$ cat src/rtl/bit_popcount_stream_pkg.sv
// Shared helpers for the streaming popcount pipeline.
// Stage-count and count-width math plus mode encodings.
package bit_popcount_pkg;

  localparam logic MODE_ONES  = 1'b0;
  localparam logic MODE_ZEROS = 1'b1;

  function automatic int num_stages(
    input int width,
    input int lanes
  );
    return (width + lanes - 1) / lanes;
  endfunction

  function automatic int cnt_w(input int width);
    return $clog2(width) + 1;
  endfunction

endpackage

$ cat src/rtl/bit_popcount_stream_if.sv
// Stream bundle of the popcount block.
// The slave side is the block, the master side is its environment.
interface bit_popcount_stream_if
  import bit_popcount_pkg::*;
#(
  parameter int WIDTH = 32
);
  localparam int CW = cnt_w(WIDTH);

  logic [WIDTH-1:0] data_i;
  logic             mode_i;
  logic             valid_i;
  logic             ready_o;
  logic [WIDTH-1:0] data_o;
  logic             mode_o;
  logic [CW-1:0]    count_o;
  logic             valid_o;
  logic             ready_i;
  logic             busy_o;

  modport slave (
    input  data_i, mode_i, valid_i,
    input  ready_i,
    output ready_o, data_o, mode_o,
    output count_o, valid_o, busy_o
  );

  modport master (
    output data_i, mode_i, valid_i,
    output ready_i,
    input  ready_o, data_o, mode_o,
    input  count_o, valid_o, busy_o
  );

endinterface

$ cat src/rtl/bit_popcount_stream_stage.sv
// One registered popcount stage: adds the bits it covers
// to the incoming partial count and carries word and mode.
module bit_popcount_stage
  import bit_popcount_pkg::*;
#(
  parameter int WIDTH  = 32,
  parameter int LANES  = 8,
  parameter int OFFSET = 0
) (
  input  logic                     clk_i,
  input  logic                     rst_ni,
  input  logic                     i_valid,
  input  logic [WIDTH-1:0]         i_data,
  input  logic                     i_mode,
  input  logic [cnt_w(WIDTH)-1:0]  i_count,
  output logic                     o_ready,
  input  logic                     i_ready,
  output logic                     o_valid,
  output logic [WIDTH-1:0]         o_data,
  output logic                     o_mode,
  output logic [cnt_w(WIDTH)-1:0]  o_count
);

  localparam int CW = cnt_w(WIDTH);
  localparam int NB =
    (WIDTH - OFFSET < LANES) ? WIDTH - OFFSET : LANES;

  logic             r_valid;
  logic [WIDTH-1:0] r_data;
  logic             r_mode;
  logic [CW-1:0]    r_count;
  logic [CW-1:0]    w_add;
  logic             w_ready;

  // a covered bit counts when it differs from the mode bit
  always_comb begin
    w_add = '0;
    for (int i = 0; i < NB; i++) begin
      w_add = w_add + CW'(i_data[OFFSET+i] ^ i_mode);
    end
  end

  assign w_ready = ~r_valid | i_ready;

  always_ff @(posedge clk_i) begin
    if (!rst_ni) begin
      r_valid <= 1'b0;
      r_data  <= '0;
      r_mode  <= 1'b0;
      r_count <= '0;
    end else if (w_ready) begin
      r_valid <= i_valid;
      r_data  <= i_data;
      r_mode  <= i_mode;
      r_count <= i_count + w_add;
    end
  end

  assign o_ready = w_ready;
  assign o_valid = r_valid;
  assign o_data  = r_data;
  assign o_mode  = r_mode;
  assign o_count = r_count;

endmodule

$ cat src/rtl/bit_popcount_stream.sv
// Streaming population counter split over a chain of
// registered stages with a combinational ready chain.
module bit_popcount_stream
  import bit_popcount_pkg::*;
#(
  parameter int WIDTH           = 32,
  parameter int LANES_PER_STAGE = 8
) (
  input logic                  clk_i,
  input logic                  rst_ni,
  bit_popcount_stream_if.slave bus
);

  localparam int NS = num_stages(WIDTH, LANES_PER_STAGE);
  localparam int CW = cnt_w(WIDTH);

  logic [NS:0]      w_vld;
  logic [NS:0]      w_rdy;
  logic             w_mode [NS+1];
  logic [WIDTH-1:0] w_dat  [NS+1];
  logic [CW-1:0]    w_cnt  [NS+1];

  assign w_vld[0]  = bus.valid_i;
  assign w_dat[0]  = bus.data_i;
  assign w_mode[0] = bus.mode_i;
  assign w_cnt[0]  = '0;
  assign w_rdy[NS] = bus.ready_i;

  for (genvar k = 0; k < NS; k++) begin : g_stage
    bit_popcount_stage #(
      .WIDTH  (WIDTH),
      .LANES  (LANES_PER_STAGE),
      .OFFSET (k * LANES_PER_STAGE)
    ) u_stage (
      .clk_i   (clk_i),
      .rst_ni  (rst_ni),
      .i_valid (w_vld[k]),
      .i_data  (w_dat[k]),
      .i_mode  (w_mode[k]),
      .i_count (w_cnt[k]),
      .o_ready (w_rdy[k]),
      .i_ready (w_rdy[k+1]),
      .o_valid (w_vld[k+1]),
      .o_data  (w_dat[k+1]),
      .o_mode  (w_mode[k+1]),
      .o_count (w_cnt[k+1])
    );
  end

  assign bus.ready_o = w_rdy[0];
  assign bus.valid_o = w_vld[NS];
  assign bus.data_o  = w_dat[NS];
  assign bus.mode_o  = w_mode[NS];
  assign bus.count_o = w_cnt[NS];
  assign bus.busy_o  = |w_vld[NS:1];

endmodule

$ cat src/flat_wrapper.sv
// flat-port wrapper written by rule: the top's interface ports become plain ports
module bit_popcount_stream_flat import bit_popcount_pkg::*;
#(
  parameter int WIDTH           = 32,
  parameter int LANES_PER_STAGE = 8
)
  (clk_i, rst_ni, bus_data_i, bus_mode_i, bus_valid_i, bus_ready_i, bus_ready_o, bus_data_o, bus_mode_o, bus_count_o, bus_valid_o, bus_busy_o);
  bit_popcount_stream_if #(.WIDTH(WIDTH)) bus_i ();
  input logic clk_i;
  input logic rst_ni;
  input wire logic [$bits(bus_i.data_i)-1:0] bus_data_i;
  input wire logic [$bits(bus_i.mode_i)-1:0] bus_mode_i;
  input wire logic [$bits(bus_i.valid_i)-1:0] bus_valid_i;
  input wire logic [$bits(bus_i.ready_i)-1:0] bus_ready_i;
  output wire logic [$bits(bus_i.ready_o)-1:0] bus_ready_o;
  output wire logic [$bits(bus_i.data_o)-1:0] bus_data_o;
  output wire logic [$bits(bus_i.mode_o)-1:0] bus_mode_o;
  output wire logic [$bits(bus_i.count_o)-1:0] bus_count_o;
  output wire logic [$bits(bus_i.valid_o)-1:0] bus_valid_o;
  output wire logic [$bits(bus_i.busy_o)-1:0] bus_busy_o;
  assign bus_i.data_i = bus_data_i;
  assign bus_i.mode_i = bus_mode_i;
  assign bus_i.valid_i = bus_valid_i;
  assign bus_i.ready_i = bus_ready_i;
  assign bus_ready_o = bus_i.ready_o;
  assign bus_data_o = bus_i.data_o;
  assign bus_mode_o = bus_i.mode_o;
  assign bus_count_o = bus_i.count_o;
  assign bus_valid_o = bus_i.valid_o;
  assign bus_busy_o = bus_i.busy_o;
  bit_popcount_stream #(.WIDTH(WIDTH), .LANES_PER_STAGE(LANES_PER_STAGE)) u_core (.clk_i(clk_i), .rst_ni(rst_ni), .bus(bus_i));
endmodule
$ cat config.mk
export PLATFORM = sky130hd
export DESIGN_NAME = bit_popcount_stream_flat
export DESIGN_NICKNAME = d
export VERILOG_FILES = /design/src/rtl/bit_popcount_stream_pkg.sv /design/src/rtl/bit_popcount_stream_if.sv /design/src/rtl/bit_popcount_stream_stage.sv /design/src/rtl/bit_popcount_stream.sv /design/src/flat_wrapper.sv
export SDC_FILE = /design/constraint.sdc
export NUM_CORES = 1
export LEC_CHECK = 0
export ABC_AREA = 1
export CAP_MARGIN = 10
export CORE_AREA = 3 3 106 108
export CTS_BUF_LIST = sky130_fd_sc_hd__clkbuf_16
export DETAILED_ROUTE_END_ITERATION = 6
export DIE_AREA = 0 0 109 111
export DONT_BUFFER_PORTS = 1
export PLACE_DENSITY = 0.82
export SYNTH_ARGS = -nofsm -noshare
export SYNTH_HDL_FRONTEND = slang
export SYNTH_SLANG_ARGS = --single-unit
$ cat constraint.sdc
create_clock -name clk_i -period 6.41 [get_ports clk_i]
set_input_delay 0.3205 -clock clk_i [delete_from_list [all_inputs] [get_ports clk_i]]
set_output_delay 0.3205 -clock clk_i [all_outputs]
set_load 0.02 [all_outputs]
# Word-level counts from Yosys, hierarchy flattened
# Index checks and enable logic that the tools add are counted.
[totals]
ff_bits = 160
inputBits = 37
word_cells = 88
[op_classes]
addsub = 31
bitwise_logic = 40
n_reduce_logical = 1
[ops]
columns = ["cell", "n"]
rows = [
  ["6-bit by 1-bit adder with 6-bit output", 28],
  ["1-bit XOR", 32],
  ["6-bit adder", 3],
  ["1-bit NOT", 4],
  ["1-bit OR", 4],
  ["4-bit OR reduction", 1],
]

# Depth between registers and ports, before layout
[depth]
word_depth = 9
ltp_mapped = 17
depth_no_buf = 16

# Hierarchy
# Synthesis repeated with hierarchy kept, for this count alone.
[unflattened]
cells_unflattened = 908
area_unflattened_um2 = 7121.8
[by_module_without_submodules]
columns = ["mod", "instances", "cells_each", "area_each_um2", "seq_area_each_um2"]
rows = [
  ["bit_popcount_stage", 4, 226, 1776.7, 800.8],
  ["bit_popcount_stream", 1, 4, 15.0, 0.0],
]

# Worst setup path before layout
# No wires, ideal clock.
[synth_path]
path_kind = "register to register"
from = "register u_core.g_stage[2].u_stage.r_mode"
to = "register u_core.g_stage[3].u_stage.r_count[4]"
t_arrival_ps = 3811
required_ps = 6354
slack_ps = 2543
stages_incl_launch_ff = 15
path_cell_list = "dfxtp_1 clkbuf_1 xnor2_1 fa_1 inv_1 fa_1 inv_1 fa_1 fa_1 fa_1 nand3b_1 a21o_1 nand3_1 nand2_1 inv_1"
[synth_via]
elab_chain_cells = 9
[synth_lines]
columns = ["item", "line", "source"]
rows = [
  ["start, declared", "bit_popcount_stream_stage.sv:30", "logic r_mode;"],
  ["start signal, assigned", "bit_popcount_stream_stage.sv:54", "r_mode <= i_mode;"],
  ["1-bit XOR", "bit_popcount_stream_stage.sv:39", "w_add = w_add + CW'(i_data[OFFSET+i] ^ i_mode);"],
  ["6-bit by 1-bit adder with 6-bit output (6 in series)", "bit_popcount_stream_stage.sv:39", ""],
  ["6-bit by 1-bit adder with 6-bit output *", "bit_popcount_stream_stage.sv:39", ""],
  ["6-bit adder *", "bit_popcount_stream_stage.sv:55", "r_count <= i_count + w_add;"],
  ["end signal, assigned", "bit_popcount_stream_stage.sv:55", ""],
  ["end, declared", "bit_popcount_stream_stage.sv:31", "logic [CW-1:0] r_count;"],
]
# Every way passes the cells marked *; elsewhere a longest branch is shown, timed or not.
# A chain may end at the register's enable or synchronous reset.

# Final worst setup path
# Ends and elaborated chain as after synthesis.

==> flow_summary.json <==
{
  "status": "finished clean",
  "overflow": 0,
  "wl_per_cell_um": 14.5,
  "finalCritPeriodShare": 0.619,
  "fin_setup_tns_ns": 0,
  "dr.first_iter.drc_count": 343,
  "relSlewSlack": 0.488,
  "clock_sinks": 157,
  "mostFrequentLayoutCells": "nor2_1 (216), dfxtp_1 (157), o21ai_0 (97), nand2_1 (92), a21oi_1 (53)",
  "cap_violations": 0,
  "crit_slowest_cell": "dfxtp_1",
  "critical_path.max_fanout": 10,
  "critical_path_class": "reg2reg",
  "vias": 5260,
  "syn_inst": 832,
  "die_y_um": 111,
  "syn_to_final_growth_pct": 7.67,
  "clock_path_buffers": 2,
  "cts_root_buffer": "clkbuf_16",
  "grtUsageTotal": 0.240,
  "final_antenna_net_count": 0,
  "grt_pass1_wl_mm": 23.5,
  "wirelength_mm": 13.8,
  "setup_viol": 0,
  "critPathMaxStageDelay_ns": 0.61,
  "fill_cells": 799,
  "port_buffers": 0,
  "dp_slack_ns": 2.46,
  "first_pass_iters": 5,
  "maxSlewViolCount": 0,
  "avgSynthCellArea_um2": 8.02,
  "ys_types": 26,
  "power_density_nw_per_um2": 338,
  "cp.buffers_inverters": 3,
  "cts_resized": 0,
  "hpwl_mm": 9.20,
  "fin_ws_ns": 2.44,
  "cts_hold_buffers": 0,
  "ir_drop_mv": 0.168,
  "syn-num-nets": 909,
  "synth_edf_count": 0,
  "max_freq_ghz": 0.252,
  "worst_pin_slew_ns": 0.766,
  "period_needed_ns": 3.97,
  "multi_input_area_um2": 3140,
  "synth_flop_cell": "dfxtp_1",
  "cts_tree": "built",
  "fp.dieW_um": 109,
  "drc_errors": 0,
  "seq_area_um2": 3140,
  "pin_count": 79,
  "worst_setup_path_end_kind": "register",
  "worst_ep_arrival_time_ns": 4.32,
  "hold_viol": 0,
  "gp_congestion": 0.859,
  "antenna_cells": 0,
  "yosysWarnings": 0,
  "clk_pin_slew_worst_paths_ns": 0.06,
  "grt_max_degree": 118,
  "cts_setup_buffers": 0,
  "num_rows": 37,
  "hp-class": "in2reg",
  "required_ns": 6.77,
  "synth_area_um2": 6670,
  "antenna_found_initial": 0,
  "path_cells": "xnor2_1 > fa_1 > inv_1 > fa_1 > inv_1 > fa_1 > fa_1 > fa_1 > nand3b_1 > a21o_1 > nand3_1 > nand2_1 > inv_1",
  "mostFrequentLayoutCell": "nor2_1",
  "clock_skew_ns": 0.00437,
  "drive_above_1_share": 0.0418,
  "rrSetupSlack_ns": 2.44,
  "core_um2": 10300,
  "seq_area_frac_synth": 0.471,
  "async_reset_ff_frac": 0,
  "dieArea_um2": 12100,
  "start_util": 0.646,
  "clock_latency_ns": 0.41,
  "crit_path_start_kind": "register",
  "grt_setup_unrepaired": "no",
  "cts_made_buffers": 17,
  "leakage_nw": 3.17,
  "whs_ns": 0.0429,
  "via_per_inst": 5.54,
  "h-tree-depth": 4,
  "cpMostUsedCell": "fa_1",
  "crit_family": "adder cells",
  "nets": 880,
  "synth_seq_cells": 157,
  "grt_pass1_vias": 5041
}
[through the flow]
step	total power, mW	cells	utilization	area (um2)
2_1_floorplan	1.48	832	-	6670
3_3_place_gp	1.54	919	0.644	6640
3_5_place_dp	1.57	919	0.644	6640
4_1_cts	2.44	948	0.693	7150
5_1_grt	2.57	949	0.696	7180
6_report	2.43	949	0.696	7180
[where the power goes]
part	leakage, nW	internal, mW	switching [mW]
Combinational	1.63	0.195	0.240
Sequential	1.29	1.05	0.0681
Clock	0.251	0.516	0.356
Total	3.17	1.76	0.663
[routing by layer]
| metal | global-route usage | vias to the layer above | part of all wire |
|---|---|---|---|
| li1 | - | 2602 | - |
| met1 | 0.332 | 2468 | 0.45 |
| met2 | 0.368 | 173 | 0.47 |
| met3 | 0.0536 | 17 | 0.068 |
| met4 | 0.0842 | 0 | 0.014 |
| met5 | 0 | - | 0 |
[flip-flops by register name, summed over array words and instances (netlist names)]
register	cells
u_core.g_stage.u_stage.o_mode	4
u_core.g_stage.u_stage.o_data	128
u_core.g_stage.u_stage.o_valid	4
u_core.g_stage.u_stage.o_count	21
[path summary, 6_finish.rpt]
path	depth (start not counted)	endpoint	startpoint
setup reg to reg	13	u_core.g_stage[3].u_stage.o_count[4]$_SDFFE_PN0P_	u_core.g_stage[2].u_stage.o_mode$_SDFFE_PN0P_
hold / removal	2	u_core.g_stage[0].u_stage.o_valid$_SDFFE_PN0P_	bus_valid_i
setup / recovery	13	u_core.g_stage[3].u_stage.o_count[4]$_SDFFE_PN0P_	u_core.g_stage[2].u_stage.o_mode$_SDFFE_PN0P_
hold reg to reg	2	u_core.g_stage[1].u_stage.o_data[4]$_SDFFE_PN0P_	u_core.g_stage[1].u_stage.o_data[4]$_SDFFE_PN0P_
[area by class of cell]
cell class	instances	area share
Clock buffer	17	0.0592
Clock inverter	12	0.0117
Inverter	44	0.0230
Multi-Input combinational cell	579	0.438
Sequential cell	157	0.438
Tap cell	136	0.0237
Timing Repair Buffer	4	0.00697
[cells in the mapped netlist, types with 2 or more instances]
master,n,area [um2]
inv_1,42,158
fa_1,19,380
nand3_1,11,55.1
a21oi_1,53,265
ha_1,21,263
nor2_1,216,811
xnor2_1,28,245
nand2_1,92,345
xor2_1,9,78.8
inv_2,2,7.51
clkbuf_1,38,143
o21ai_1,19,95.1
buf_4,2,15.0
nand3b_1,5,37.5
buf_1,5,18.8
o21ai_0,97,485
dfxtp_1,157,3140
buf_2,6,30.0
nand4_1,3,18.8
[cell families after synthesis]
group                    Yosys count  synth area share
buffers and inverters             96            0.0574
adder cells (fa/ha/maj)           40            0.0964
XOR/XNOR                          37            0.0486
AO/OA/AOI/OAI                    171             0.129
AND/OR/NAND/NOR                  331             0.197
flip-flops                       157             0.471
Power figures use the tool's default switching activity.
